==> config.mk <==
export PLATFORM = sky130hd
export DESIGN_NAME = wb_arbiter_flat
export DESIGN_NICKNAME = d
export VERILOG_FILES = /design/src/rtl/wb_pkg.sv /design/src/rtl/wb_arbiter_if.sv /design/src/rtl/wb_md_fifo.sv /design/src/rtl/wb_arbiter.sv /design/src/flat_wrapper.sv
export SDC_FILE = /design/constraint.sdc
export NUM_CORES = 1
export LEC_CHECK = 0
export BUFFER_PORTS_ARGS = -buffer_cell sky130_fd_sc_hd__buf_2
export CAP_MARGIN = 20
export CORE_MARGIN = 2
export CORE_UTILIZATION = 35
export DETAILED_ROUTE_END_ITERATION = 10
export HOLD_SLACK_MARGIN = 0.05
export PLACE_DENSITY = 0.65
export SLEW_MARGIN = 20
export SYNTH_ARGS = -nofsm -noshare
export SYNTH_HDL_FRONTEND = slang
export SYNTH_SLANG_ARGS = --single-unit
==> constraint.sdc <==
create_clock -name SYS_clk -period 9.25 [get_ports SYS_clk]
set_input_delay 0.4625 -clock SYS_clk [delete_from_list [all_inputs] [get_ports SYS_clk]]
set_output_delay 0.4625 -clock SYS_clk [all_outputs]
set_load 0.05 [all_outputs]
==> src/rtl/wb_pkg.sv <==
// Shared constants and types for the register-file writeback arbiter.
package wb_pkg;

    localparam int REG_ADDR_W = 5;
    localparam int DATA_W     = 32;
    localparam int STAT_W     = 16;

    localparam logic [REG_ADDR_W-1:0] REG_ZERO = 5'd0;

    // One buffered mul/div result; live drops when a newer pipeline write
    // to the same register makes the result stale.
    typedef struct packed {
        logic                  live;
        logic [REG_ADDR_W-1:0] rd;
        logic [DATA_W-1:0]     data;
    } md_entry_t;

    typedef enum logic [1:0] {
        GRANT_NONE,
        GRANT_PIPE,
        GRANT_MD
    } grant_e;

    typedef enum logic {
        ARB_RUN,
        ARB_STALL
    } arb_state_e;

    // Saturating add used by the optional statistics counters.
    function automatic logic [STAT_W-1:0] sat_add(input logic [STAT_W-1:0] a,
                                                  input logic [STAT_W-1:0] b);
        logic [STAT_W:0] sum;
        sum = {1'b0, a} + {1'b0, b};
        return sum[STAT_W] ? {STAT_W{1'b1}} : sum[STAT_W-1:0];
    endfunction

endpackage

==> src/rtl/wb_arbiter_if.sv <==
// Writeback bus bundle: pipeline request, mul/div handshake, register-file
// write port, stall and error flags.
// WB_STATS_EN adds the stall/kill statistics outputs.
interface wb_arbiter_if;
    import wb_pkg::*;

    logic                  WB_pipe_valid;
    logic [REG_ADDR_W-1:0] WB_pipe_rd;
    logic                  WB_pipe_memtoreg;
    logic [DATA_W-1:0]     WB_pipe_alu_result;
    logic [DATA_W-1:0]     WB_pipe_mem_data;

    logic                  WB_md_valid;
    logic                  WB_md_ready;
    logic [REG_ADDR_W-1:0] WB_md_rd;
    logic [DATA_W-1:0]     WB_md_data;

    logic [REG_ADDR_W-1:0] WB_address_wr;
    logic                  WB_write_1;
    logic [DATA_W-1:0]     WB_data_wb_out1;
    logic                  WB_stall;
    logic                  WB_err;
`ifdef WB_STATS_EN
    logic [STAT_W-1:0]     WB_stat_stall;
    logic [STAT_W-1:0]     WB_stat_kill;
`endif

    // Arbiter side.
    modport slave (
        input  WB_pipe_valid, WB_pipe_rd, WB_pipe_memtoreg,
               WB_pipe_alu_result, WB_pipe_mem_data,
               WB_md_valid, WB_md_rd, WB_md_data,
        output WB_md_ready, WB_address_wr, WB_write_1, WB_data_wb_out1,
               WB_stall, WB_err
`ifdef WB_STATS_EN
        , output WB_stat_stall, WB_stat_kill
`endif
    );

    // Pipeline / mul-div / register-file side.
    modport master (
        output WB_pipe_valid, WB_pipe_rd, WB_pipe_memtoreg,
               WB_pipe_alu_result, WB_pipe_mem_data,
               WB_md_valid, WB_md_rd, WB_md_data,
        input  WB_md_ready, WB_address_wr, WB_write_1, WB_data_wb_out1,
               WB_stall, WB_err
`ifdef WB_STATS_EN
        , input WB_stat_stall, WB_stat_kill
`endif
    );

endinterface

==> src/rtl/wb_md_fifo.sv <==
// Mul/div result buffer: FIFO storage with a live bit per entry and a
// parallel rd compare that kills stale entries on a pipeline write.
// WB_STATS_EN adds the kill_num output (entries killed this cycle).
module wb_md_fifo
    import wb_pkg::*;
#(
    parameter  int DEPTH = 2,
    localparam int PTR_W = $clog2(DEPTH),
    localparam int CNT_W = $clog2(DEPTH + 1)
) (
    input  logic                  clk,
    input  logic                  rst,
    input  logic                  push_en,
    input  logic [REG_ADDR_W-1:0] push_rd,
    input  logic [DATA_W-1:0]     push_data,
    input  logic                  pop_en,
    input  logic                  kill_en,
    input  logic [REG_ADDR_W-1:0] kill_rd,
    output md_entry_t             head,
    output logic                  full,
    output logic                  empty
`ifdef WB_STATS_EN
    , output logic [CNT_W-1:0]    kill_num
`endif
);

    md_entry_t        entries_q [DEPTH];
    md_entry_t        entries_d [DEPTH];
    logic [PTR_W-1:0] rd_ptr_q, rd_ptr_d;
    logic [PTR_W-1:0] wr_ptr_q, wr_ptr_d;
    logic [CNT_W-1:0] count_q, count_d;
    logic [DEPTH-1:0] kill_mask;
    logic             do_push, do_pop;

    // Free slots always hold live=0, so the compare never hits them.
    always_comb begin
        kill_mask = '0;
        for (int i = 0; i < DEPTH; i++) begin
            kill_mask[i] = kill_en && entries_q[i].live && (entries_q[i].rd == kill_rd);
        end
    end

    // Kill, pop and push next-state; a same-cycle push lands after the kill
    // so the newer result survives.
    always_comb begin
        do_push   = push_en && !full;
        do_pop    = pop_en && !empty;
        entries_d = entries_q;
        rd_ptr_d  = rd_ptr_q;
        wr_ptr_d  = wr_ptr_q;
        count_d   = count_q;
        for (int i = 0; i < DEPTH; i++) begin
            if (kill_mask[i]) begin
                entries_d[i].live = 1'b0;
            end
        end
        if (do_pop) begin
            entries_d[rd_ptr_q].live = 1'b0;
            rd_ptr_d = rd_ptr_q + PTR_W'(1);
        end
        if (do_push) begin
            entries_d[wr_ptr_q].live = 1'b1;
            entries_d[wr_ptr_q].rd   = push_rd;
            entries_d[wr_ptr_q].data = push_data;
            wr_ptr_d = wr_ptr_q + PTR_W'(1);
        end
        case ({do_push, do_pop})
            2'b10:   count_d = count_q + CNT_W'(1);
            2'b01:   count_d = count_q - CNT_W'(1);
            default: count_d = count_q;
        endcase
    end

    // Storage and pointer registers.
    always_ff @(posedge clk or posedge rst) begin
        if (rst) begin
            for (int i = 0; i < DEPTH; i++) begin
                entries_q[i] <= '0;
            end
            rd_ptr_q <= '0;
            wr_ptr_q <= '0;
            count_q  <= '0;
        end else begin
            entries_q <= entries_d;
            rd_ptr_q  <= rd_ptr_d;
            wr_ptr_q  <= wr_ptr_d;
            count_q   <= count_d;
        end
    end

    assign head  = entries_q[rd_ptr_q];
    assign full  = (count_q == CNT_W'(DEPTH));
    assign empty = (count_q == '0);

`ifdef WB_STATS_EN
    assign kill_num = CNT_W'($countones(kill_mask));
`endif

endmodule

==> src/rtl/wb_arbiter.sv <==
// Register-file writeback arbiter: merges the in-order pipeline and the
// buffered mul/div results onto one write port. Pipeline has priority; a
// starvation counter forces a stall so a live buffered result drains.
// WB_STATS_EN adds saturating stall-cycle and killed-entry counters.
//
// state     | meaning
// ----------+------------------------------------------------------------
// ARB_RUN   | normal priority: pipeline first, buffer head when idle
// ARB_STALL | WB_stall high; buffer head owns the port until it pops
module wb_arbiter
    import wb_pkg::*;
#(
    parameter int MD_DEPTH     = 2,
    parameter int STARVE_LIMIT = 4
) (
    input logic         SYS_clk,
    input logic         SYS_reset,
    wb_arbiter_if.slave bus
);

    localparam int STARVE_W = $clog2(STARVE_LIMIT + 1);

    arb_state_e            state_q, state_d;
    logic [STARVE_W-1:0]   starve_q, starve_d;
    logic                  write_q, write_d;
    logic [REG_ADDR_W-1:0] addr_q, addr_d;
    logic [DATA_W-1:0]     data_q, data_d;
    logic                  err_q, err_d;

    grant_e                grant;
    md_entry_t             head;
    logic                  fifo_full, fifo_empty;
    logic                  pipe_live, pipe_write, head_live, pop, push;
    logic [DATA_W-1:0]     pipe_data;

`ifdef WB_STATS_EN
    localparam int KILL_W = $clog2(MD_DEPTH + 1);
    logic [KILL_W-1:0] kill_num;
    logic [STAT_W-1:0] stat_stall_q, stat_stall_d;
    logic [STAT_W-1:0] stat_kill_q, stat_kill_d;

    wb_md_fifo #(.DEPTH(MD_DEPTH)) u_fifo (
        .clk       (SYS_clk),
        .rst       (SYS_reset),
        .push_en   (push),
        .push_rd   (bus.WB_md_rd),
        .push_data (bus.WB_md_data),
        .pop_en    (pop),
        .kill_en   (pipe_write),
        .kill_rd   (bus.WB_pipe_rd),
        .head      (head),
        .full      (fifo_full),
        .empty     (fifo_empty),
        .kill_num  (kill_num)
    );

    // Saturating statistics next-state.
    always_comb begin
        stat_stall_d = (state_q == ARB_STALL) ? sat_add(stat_stall_q, STAT_W'(1)) : stat_stall_q;
        stat_kill_d  = sat_add(stat_kill_q, STAT_W'(kill_num));
    end

    // Statistics registers.
    always_ff @(posedge SYS_clk or posedge SYS_reset) begin
        if (SYS_reset) begin
            stat_stall_q <= '0;
            stat_kill_q  <= '0;
        end else begin
            stat_stall_q <= stat_stall_d;
            stat_kill_q  <= stat_kill_d;
        end
    end

    assign bus.WB_stat_stall = stat_stall_q;
    assign bus.WB_stat_kill  = stat_kill_q;
`else
    wb_md_fifo #(.DEPTH(MD_DEPTH)) u_fifo (
        .clk       (SYS_clk),
        .rst       (SYS_reset),
        .push_en   (push),
        .push_rd   (bus.WB_md_rd),
        .push_data (bus.WB_md_data),
        .pop_en    (pop),
        .kill_en   (pipe_write),
        .kill_rd   (bus.WB_pipe_rd),
        .head      (head),
        .full      (fifo_full),
        .empty     (fifo_empty)
    );
`endif

    // Port arbitration; under stall any pipeline request still wins (and is
    // flagged as an error), otherwise rd=0 requests count as idle.
    always_comb begin
        pipe_live = bus.WB_pipe_valid && (bus.WB_pipe_rd != REG_ZERO);
        pipe_data = bus.WB_pipe_memtoreg ? bus.WB_pipe_mem_data : bus.WB_pipe_alu_result;
        head_live = !fifo_empty && head.live;
        grant     = GRANT_NONE;
        if (state_q == ARB_STALL) begin
            if (bus.WB_pipe_valid) begin
                grant = GRANT_PIPE;
            end else if (!fifo_empty) begin
                grant = GRANT_MD;
            end
        end else if (pipe_live) begin
            grant = GRANT_PIPE;
        end else if (!fifo_empty) begin
            grant = GRANT_MD;
        end
        pipe_write = (grant == GRANT_PIPE) && pipe_live;
        pop        = (grant == GRANT_MD);
        push       = bus.WB_md_valid && !fifo_full && (bus.WB_md_rd != REG_ZERO);
    end

    // Starvation counter and stall state next-state.
    always_comb begin
        starve_d = starve_q;
        state_d  = state_q;
        if (pop || fifo_empty) begin
            starve_d = '0;
        end else if ((grant == GRANT_PIPE) && head_live &&
                     (starve_q != STARVE_W'(STARVE_LIMIT))) begin
            starve_d = starve_q + STARVE_W'(1);
        end
        case (state_q)
            ARB_RUN: begin
                if (starve_d == STARVE_W'(STARVE_LIMIT)) begin
                    state_d = ARB_STALL;
                end
            end
            ARB_STALL: begin
                if (pop || fifo_empty) begin
                    state_d = ARB_RUN;
                end
            end
            default: state_d = ARB_RUN;
        endcase
    end

    // Write-port and error next-state; port fields read zero when idle.
    always_comb begin
        write_d = 1'b0;
        addr_d  = '0;
        data_d  = '0;
        if (pipe_write) begin
            write_d = 1'b1;
            addr_d  = bus.WB_pipe_rd;
            data_d  = pipe_data;
        end else if (pop && head.live) begin
            write_d = 1'b1;
            addr_d  = head.rd;
            data_d  = head.data;
        end
        err_d = err_q || ((state_q == ARB_STALL) && bus.WB_pipe_valid);
    end

    // State, counter and output registers.
    always_ff @(posedge SYS_clk or posedge SYS_reset) begin
        if (SYS_reset) begin
            state_q  <= ARB_RUN;
            starve_q <= '0;
            write_q  <= 1'b0;
            addr_q   <= '0;
            data_q   <= '0;
            err_q    <= 1'b0;
        end else begin
            state_q  <= state_d;
            starve_q <= starve_d;
            write_q  <= write_d;
            addr_q   <= addr_d;
            data_q   <= data_d;
            err_q    <= err_d;
        end
    end

    assign bus.WB_md_ready     = !fifo_full;
    assign bus.WB_address_wr   = addr_q;
    assign bus.WB_write_1      = write_q;
    assign bus.WB_data_wb_out1 = data_q;
    assign bus.WB_stall        = (state_q == ARB_STALL);
    assign bus.WB_err          = err_q;

endmodule
==> src/flat_wrapper.sv <==
// flat-port wrapper written by rule: the top's interface ports become plain ports
module wb_arbiter_flat import wb_pkg::*;
#(
    parameter int MD_DEPTH     = 2,
    parameter int STARVE_LIMIT = 4
)
  (SYS_clk, SYS_reset, bus_WB_pipe_valid, bus_WB_pipe_rd, bus_WB_pipe_memtoreg, bus_WB_pipe_alu_result, bus_WB_pipe_mem_data, bus_WB_md_valid, bus_WB_md_rd, bus_WB_md_data, bus_WB_md_ready, bus_WB_address_wr, bus_WB_write_1, bus_WB_data_wb_out1, bus_WB_stall, bus_WB_err);
  wb_arbiter_if bus_i ();
  input logic SYS_clk;
  input logic SYS_reset;
  input wire logic [$bits(bus_i.WB_pipe_valid)-1:0] bus_WB_pipe_valid;
  input wire logic [$bits(bus_i.WB_pipe_rd)-1:0] bus_WB_pipe_rd;
  input wire logic [$bits(bus_i.WB_pipe_memtoreg)-1:0] bus_WB_pipe_memtoreg;
  input wire logic [$bits(bus_i.WB_pipe_alu_result)-1:0] bus_WB_pipe_alu_result;
  input wire logic [$bits(bus_i.WB_pipe_mem_data)-1:0] bus_WB_pipe_mem_data;
  input wire logic [$bits(bus_i.WB_md_valid)-1:0] bus_WB_md_valid;
  input wire logic [$bits(bus_i.WB_md_rd)-1:0] bus_WB_md_rd;
  input wire logic [$bits(bus_i.WB_md_data)-1:0] bus_WB_md_data;
  output wire logic [$bits(bus_i.WB_md_ready)-1:0] bus_WB_md_ready;
  output wire logic [$bits(bus_i.WB_address_wr)-1:0] bus_WB_address_wr;
  output wire logic [$bits(bus_i.WB_write_1)-1:0] bus_WB_write_1;
  output wire logic [$bits(bus_i.WB_data_wb_out1)-1:0] bus_WB_data_wb_out1;
  output wire logic [$bits(bus_i.WB_stall)-1:0] bus_WB_stall;
  output wire logic [$bits(bus_i.WB_err)-1:0] bus_WB_err;
  assign bus_i.WB_pipe_valid = bus_WB_pipe_valid;
  assign bus_i.WB_pipe_rd = bus_WB_pipe_rd;
  assign bus_i.WB_pipe_memtoreg = bus_WB_pipe_memtoreg;
  assign bus_i.WB_pipe_alu_result = bus_WB_pipe_alu_result;
  assign bus_i.WB_pipe_mem_data = bus_WB_pipe_mem_data;
  assign bus_i.WB_md_valid = bus_WB_md_valid;
  assign bus_i.WB_md_rd = bus_WB_md_rd;
  assign bus_i.WB_md_data = bus_WB_md_data;
  assign bus_WB_md_ready = bus_i.WB_md_ready;
  assign bus_WB_address_wr = bus_i.WB_address_wr;
  assign bus_WB_write_1 = bus_i.WB_write_1;
  assign bus_WB_data_wb_out1 = bus_i.WB_data_wb_out1;
  assign bus_WB_stall = bus_i.WB_stall;
  assign bus_WB_err = bus_i.WB_err;
  wb_arbiter #(.MD_DEPTH(MD_DEPTH), .STARVE_LIMIT(STARVE_LIMIT)) u_core (.SYS_clk(SYS_clk), .SYS_reset(SYS_reset), .bus(bus_i));
endmodule
; Word level (Yosys, flattened, before mapping)
; Index checks and enable logic that the tools add are counted.
; W data, S select, Z words.
[word_totals]
wordCells = 97
regBits = 123
n_memories = 0
ramBits = 0
romBits = 0
latchBits = 0
[classes]
n_reduce_logical = 25
order_cmp = 4
addsub = 5
n_bitwise = 3
shift = 0
div_mod_pow = 0
n_eq_ne = 9
mux = 36
mul = 0
[op_table]
columns = operator, n
row1 = $bwmux W76, 4
row2 = $mux W38, 5
row3 = $demux W38 S1, 4
row4 = $mux W76, 2
row5 = $mux W32, 4
row6 = $mux W37, 1
row7 = $logic_and A1 B1 Y1, 17
row8 = $eq A5 B5 Y1, 2
row9 = $mux W5, 2
row10 = $reduce_bool A5 Y1, 2
row11 = $mux W2, 4
row12 = $eq A2 B2 Y1 const B, 3
row13 = $mux W1, 6
row14 = $mux W3, 2
row15 = $eq A2 B1 Y1 const B, 2
row16 = $ge A2 B2 Y1 const B, 2
row17 = $lt A2 B1 Y1 const B, 2
row18 = $not A1 Y2, 2
row19 = $pmux W2 S2, 1
row20 = $add A3 B1 Y3 const B, 1
row21 = $eq A3 B3 Y1 const B, 1
row22 = $ne A3 B3 Y1 const B, 1
row23 = $add A1 B1 Y1 const B, 2
row24 = $add A2 B1 Y2 const B, 1
row25 = 7 further kinds, 9

; Longest topological paths before layout
[logic_depth]
depth_word = 15
ltp_mapped = 7
ltp_nobuf = 7

; Cells and area by module
; Synthesis repeated with hierarchy kept, for this count alone.
[hier_totals]
cells_unflattened = 395
hier_area_um2 = 5806.8
[modules_own_cells]
columns = module, area_per_inst_um2, seq_area_each_um2, n_inst, cells_per_inst
row1 = wb_md_fifo, 3723.6, 2001.9, 1, 238
row2 = wb_arbiter, 2083.2, 1076.0, 1, 157

; Worst setup path before layout
; No wires, ideal clock.
[synth_path]
kind = register -> register
start = reg u_core.u_fifo.count_q[0]
end = reg u_core.u_fifo.entries_q[65] (netlist bit)
t_required_ns = 9.125
setup_ns = 0.125
arrival_ns = 1.973
path_stages_with_launch = 7
setup_slack_ns = 7.152
period_less_slack_ns = 2.098
path_cell_list = dfrtp_1 > nand2b_1 > o211ai_2 > or2_2 > buf_6 > buf_12 > mux2_4
[synth_rtl]
columns = item, line
row1 = "start, declared", wb_md_fifo.sv:31  ; logic [CNT_W-1:0] count_q, count_d;
row2 = "start signal, assigned", wb_md_fifo.sv:87  ; count_q <= count_d;
row3 = $eq A2 B2 Y1 *, wb_md_fifo.sv:92  ; assign full = (count_q == CNT_W'(DEPTH));
row4 = $logic_not A1 Y1 *, n/a
row5 = via bus_WB_md_ready, flat_wrapper.sv:19  ; output wire logic [$bits(bus_i.WB_md_ready)-1:0] bus_WB_md_ready;
row6 = $logic_and A1 B1 Y1 (2 in series), wb_arbiter.sv:112  ; push = bus.WB_md_valid && !fifo_full && (bus.WB_md_rd != REG_ZERO);
row7 = $logic_and A1 B1 Y1 *, wb_md_fifo.sv:46  ; do_push = push_en && !full;
row8 = $mux W76 *, wb_md_fifo.sv:61  ; if (do_push) begin
row9 = "end signal, assigned", wb_md_fifo.sv:84  ; entries_q <= entries_d;
row10 = "end, declared", wb_md_fifo.sv:27  ; md_entry_t entries_q [DEPTH];
; Mark *: on every way through the listed nets, which the timed path passes. The rest lies on a longest branch.
; A chain may end at the register's enable or synchronous reset.

; Worst setup path in the final report
[layout_path]
start = in bus_WB_md_rd[1]
end = reg u_core.u_fifo.entries_q[17] (netlist bit)
[layout_between]
elab_chain_cells = 4
[layout_rtl]
columns = item, line
row1 = "start, declared", flat_wrapper.sv:17  ; input wire logic [$bits(bus_i.WB_md_rd)-1:0] bus_WB_md_rd;
row2 = $reduce_bool A5 Y1, wb_arbiter.sv:112
row3 = $logic_and A1 B1 Y1, wb_arbiter.sv:112
row4 = $logic_and A1 B1 Y1, wb_md_fifo.sv:46
row5 = $mux W76, wb_md_fifo.sv:61
; Every way passes these cells.

==> impl_metrics.ini <==
[detailed_routing]
wl_per_cell_um = 16.19
dr.pass1.iters = 4
drc = 0
num_vias = 3716
drt-initial-drc-count = 131
antenna_left = 0
avgViaCountPerCell = 4.801
drt_wl_total_um = 12530

[logic_synthesis]
netlist_area_sq_um = 5645
postSynthCellCount = 398
synth_top_family_by_area = multiplexers
synth_warnings = 0
yosysTopAreaCell = dfrtp_1
synth_fa_ha_area_share_pct = 0.6649
synthSimpleGateAreaFrac_pct = 2.992
ys_top_cells_by_area = dfrtp_1, mux2_2, mux2i_1
yosys.area_share.xor_xnor_pct = 2.327
synth_compound_area_share_pct = 7.735
synth.distinct_cells = 38
synth_top_area_share_pct = 54.52
synth-seq-cells = 123
synthMuxAreaShare_pct = 28.15
synth-seq-area-share_pct = 54.52
yosysMostFrequentCell = dfrtp_1
synth_enable_flop_cells = 0
ys.flop_type = dfrtp_1
syn_nets = 512
synth-async-reset-ratio_pct = 100.0
synthTopCellsByCount = dfrtp_1, mux2i_1, mux2_2, o22ai_2, o22ai_1
synth.avg_cell_area_sq_um = 14.18

[floorplan]
core_area_sq_um = 15830
pin_count = 152
die_w_um = 131
die_h_um = 131
num_rows = 46
die-area_sq_um = 17160
initial_core_util_pct = 35.67

[placement]
dp_hpwl_um = 8532
routabilityCongestion = 0.7847
port_buffers = 151
place_area_sq_um = 6549

[sta]
finalClockSkew_ns = 0.008930
fin_tns_setup_ns = 0
slew_violations = 0
rsz0062_at_grt = false
period_share_pct = 26.11
whs_ns = 0.1662
max_slew_margin_pct = 32.43
min_period_ns = 2.415
final-hold-violation-count = 0
tightest_slew_ns = 1.014
fmaxAchievable_mhz = 414.0
finalSetupViolCount = 0

[finish]
final_nets = 659
insertedDiodeCount = 0
final_area_sq_um = 7181
syn_to_final_growth_pct = 27.19
fill_cells = 1445
drive_above_1_share_pct = 52.15
postLayoutCoreUtil_pct = 45.37

[run_status]
status = completed

[critical_path]
startpoint_type = primary input
cp.arrival_ns = 2.71
crit_required_ns = 9.54
rrSetupSlack_ns = 7.26
path_class = in -> reg
critical_path_depth = 5
cpPeakStageDelay_ns = 0.69
regToRegStartpoint = u_core.u_fifo.count_q[0]
r2r_cells = 4
crit_fanout = 20
cp_slowest_cell = o2111ai_4
crit_family = compound AO/OA/AOI/OAI gates
critPathCaptureType = register
crit_chain = buf_2 > or4_1 > o2111ai_4 > buf_4 > mux2_2
timing.critical_path.buf_inv = 2
r2r_end = u_core.u_fifo.entries_q[17]

[power]
leakagePower_nw = 3.479
power_frac_seq_pct = 34.9
power.internal_mw = 1.662
switching_share_pct = 35.58
switchingPower_mw = 0.9179
peakVddDrop_uv = 213.8
power_density_nw_per_um2 = 359.2
p_clk_share_pct = 26.6
combPwrFrac_pct = 38.5

[cts]
cts_made_buffers = 17
postCtsSetupRepairBufs = 0
cts-resized-gates = 0
clock_latency_ns = 0.41
cts_tree = yes
cts_buffer_depth = 2
clock_sinks = 123
cts.htree.levels = 4
clockRootBuffer = clkbuf_16
hold_buffers = 0
path_clk_slew_ns = 0.06

[grt]
antenna_found_initial = 0
overflow = 0
grtUsageTotal_pct = 15.20
grt_pass1_wl_um = 19740
grt_pass1_vias = 3879
grt_start_max_net_pins = 71

[worst_hold_path]
hold_class = in -> async

[run]
max_cap_viol_count = 0
state kept, by name (all words and copies together) (netlist names):
signal,flops
u_core.bus.WB_address_wr,5
u_core.u_fifo.wr_ptr_q,1
u_core.u_fifo.rd_ptr_q,1
u_core.bus.WB_write_1,1
u_core.u_fifo.entries_q,76
u_core.u_fifo.count_q,2
u_core.starve_q,3
u_core.bus.WB_stall,1
u_core.bus.WB_data_wb_out1,32
u_core.bus.WB_err,1
area by class of cell:
cell class / count / area (sq um) / share of cell area [%]
Tap cell: 216 / 270.3 / 3.764
Sequential cell: 123 / 3079 / 42.88
Timing Repair Buffer: 155 / 785.8 / 10.94
Inverter: 6 / 25.02 / 0.3485
Multi-Input combinational cell: 242 / 2399 / 33.40
Clock buffer: 21 / 480.5 / 6.691
Clock inverter: 11 / 141.4 / 1.969
worst register-to-register path, stage by stage, from the launching register on:
cell and delay (ns):
dfrtp_1 0.42, nand2b_1 0.25, o2111ai_4 0.38, buf_4 0.42, mux2_2 0.39
metrics by stage:
| stage | setup WS, ns | total power [mW] | std cells |
|---|---|---|---|
| after floorplan | 5.517 | 1.709 | 398 |
| after global placement | 6.352 | 1.873 | 742 |
| after detailed placement | 6.215 | 1.916 | 742 |
| after CTS | 6.645 | 2.613 | 774 |
| after global routing | 6.765 | 2.736 | 774 |
| final | 6.835 | 2.580 | 774 |
worst max-delay path by stage:
stage / slack [ns] / endpoint / start
2_1_floorplan: 5.52 / u_core.bus.WB_address_wr[0] / SYS_reset
3_3_place_gp: 6.35 / u_core.bus.WB_address_wr[3] / bus_WB_pipe_rd[3]
3_5_place_dp: 6.22 / u_core.bus.WB_data_wb_out1[16] / bus_WB_pipe_rd[3]
4_1_cts: 6.65 / u_core.bus.WB_data_wb_out1[16] / bus_WB_pipe_rd[3]
5_1_grt: 6.76 / u_core.u_fifo.entries_q[28] / bus_WB_md_rd[1]
6_report: 6.83 / u_core.u_fifo.entries_q[17] / bus_WB_md_rd[1]
per-layer routing:
layer / wire length, um / share of wire, % / GRT usage (%)
met5: 0 / 0 / 0
met4: 249 / 2.0 / 6.133
met3: 633 / 5.1 / 4.153
met2: 6203 / 50 / 25.18
met1: 5441 / 43 / 18.87
power by group through the flow:
| stage | Clock [mW] | Sequential [mW] | Combinational (mW) |
|---|---|---|---|
| after floorplan | 0 | 1.08 | 0.627 |
| after global placement | 0 | 0.896 | 0.977 |
| after detailed placement | 0 | 0.909 | 1.01 |
| after CTS | 0.702 | 0.902 | 1.01 |
| after global routing | 0.731 | 0.930 | 1.07 |
| final | 0.685 | 0.901 | 0.994 |
placed cells by master, fill, tap and decap left out, types with 2 or more instances in the layout:
cell type / Yosys / final
o22ai_2: 19 / 19
nor3_1: 2 / 2
mux2i_1: 71 / 71
or4_1: 2 / 2
clkbuf_16: 0 / 17
mux2_2: 65 / 65
nand2_1: 10 / 10
o21ai_0: 7 / 7
o22ai_1: 13 / 13
mux2_4: 9 / 9
and3_1: 2 / 2
nor2_1: 4 / 4
clkbuf_8: 0 / 4
clkinvlp_4: 0 / 3
xnor2_1: 10 / 10
bufinv_16: 0 / 3
buf_4: 3 / 4
buf_2: 6 / 151
nand3_1: 2 / 2
clkinv_2: 0 / 4
dfrtp_1: 123 / 122
ha_1: 3 / 3
inv_1: 6 / 5
nand2b_1: 2 / 2
xor2_1: 5 / 5
logic make-up after synthesis:
family | after synthesis
multiplexers | 146
XOR/XNOR | 15
AO/OA/AOI/OAI | 47
buffers and inverters | 33
flip-flops | 123
adder cells (fa/ha/maj) | 3
AND/OR/NAND/NOR | 31
(Power assumes the default switching activity.)
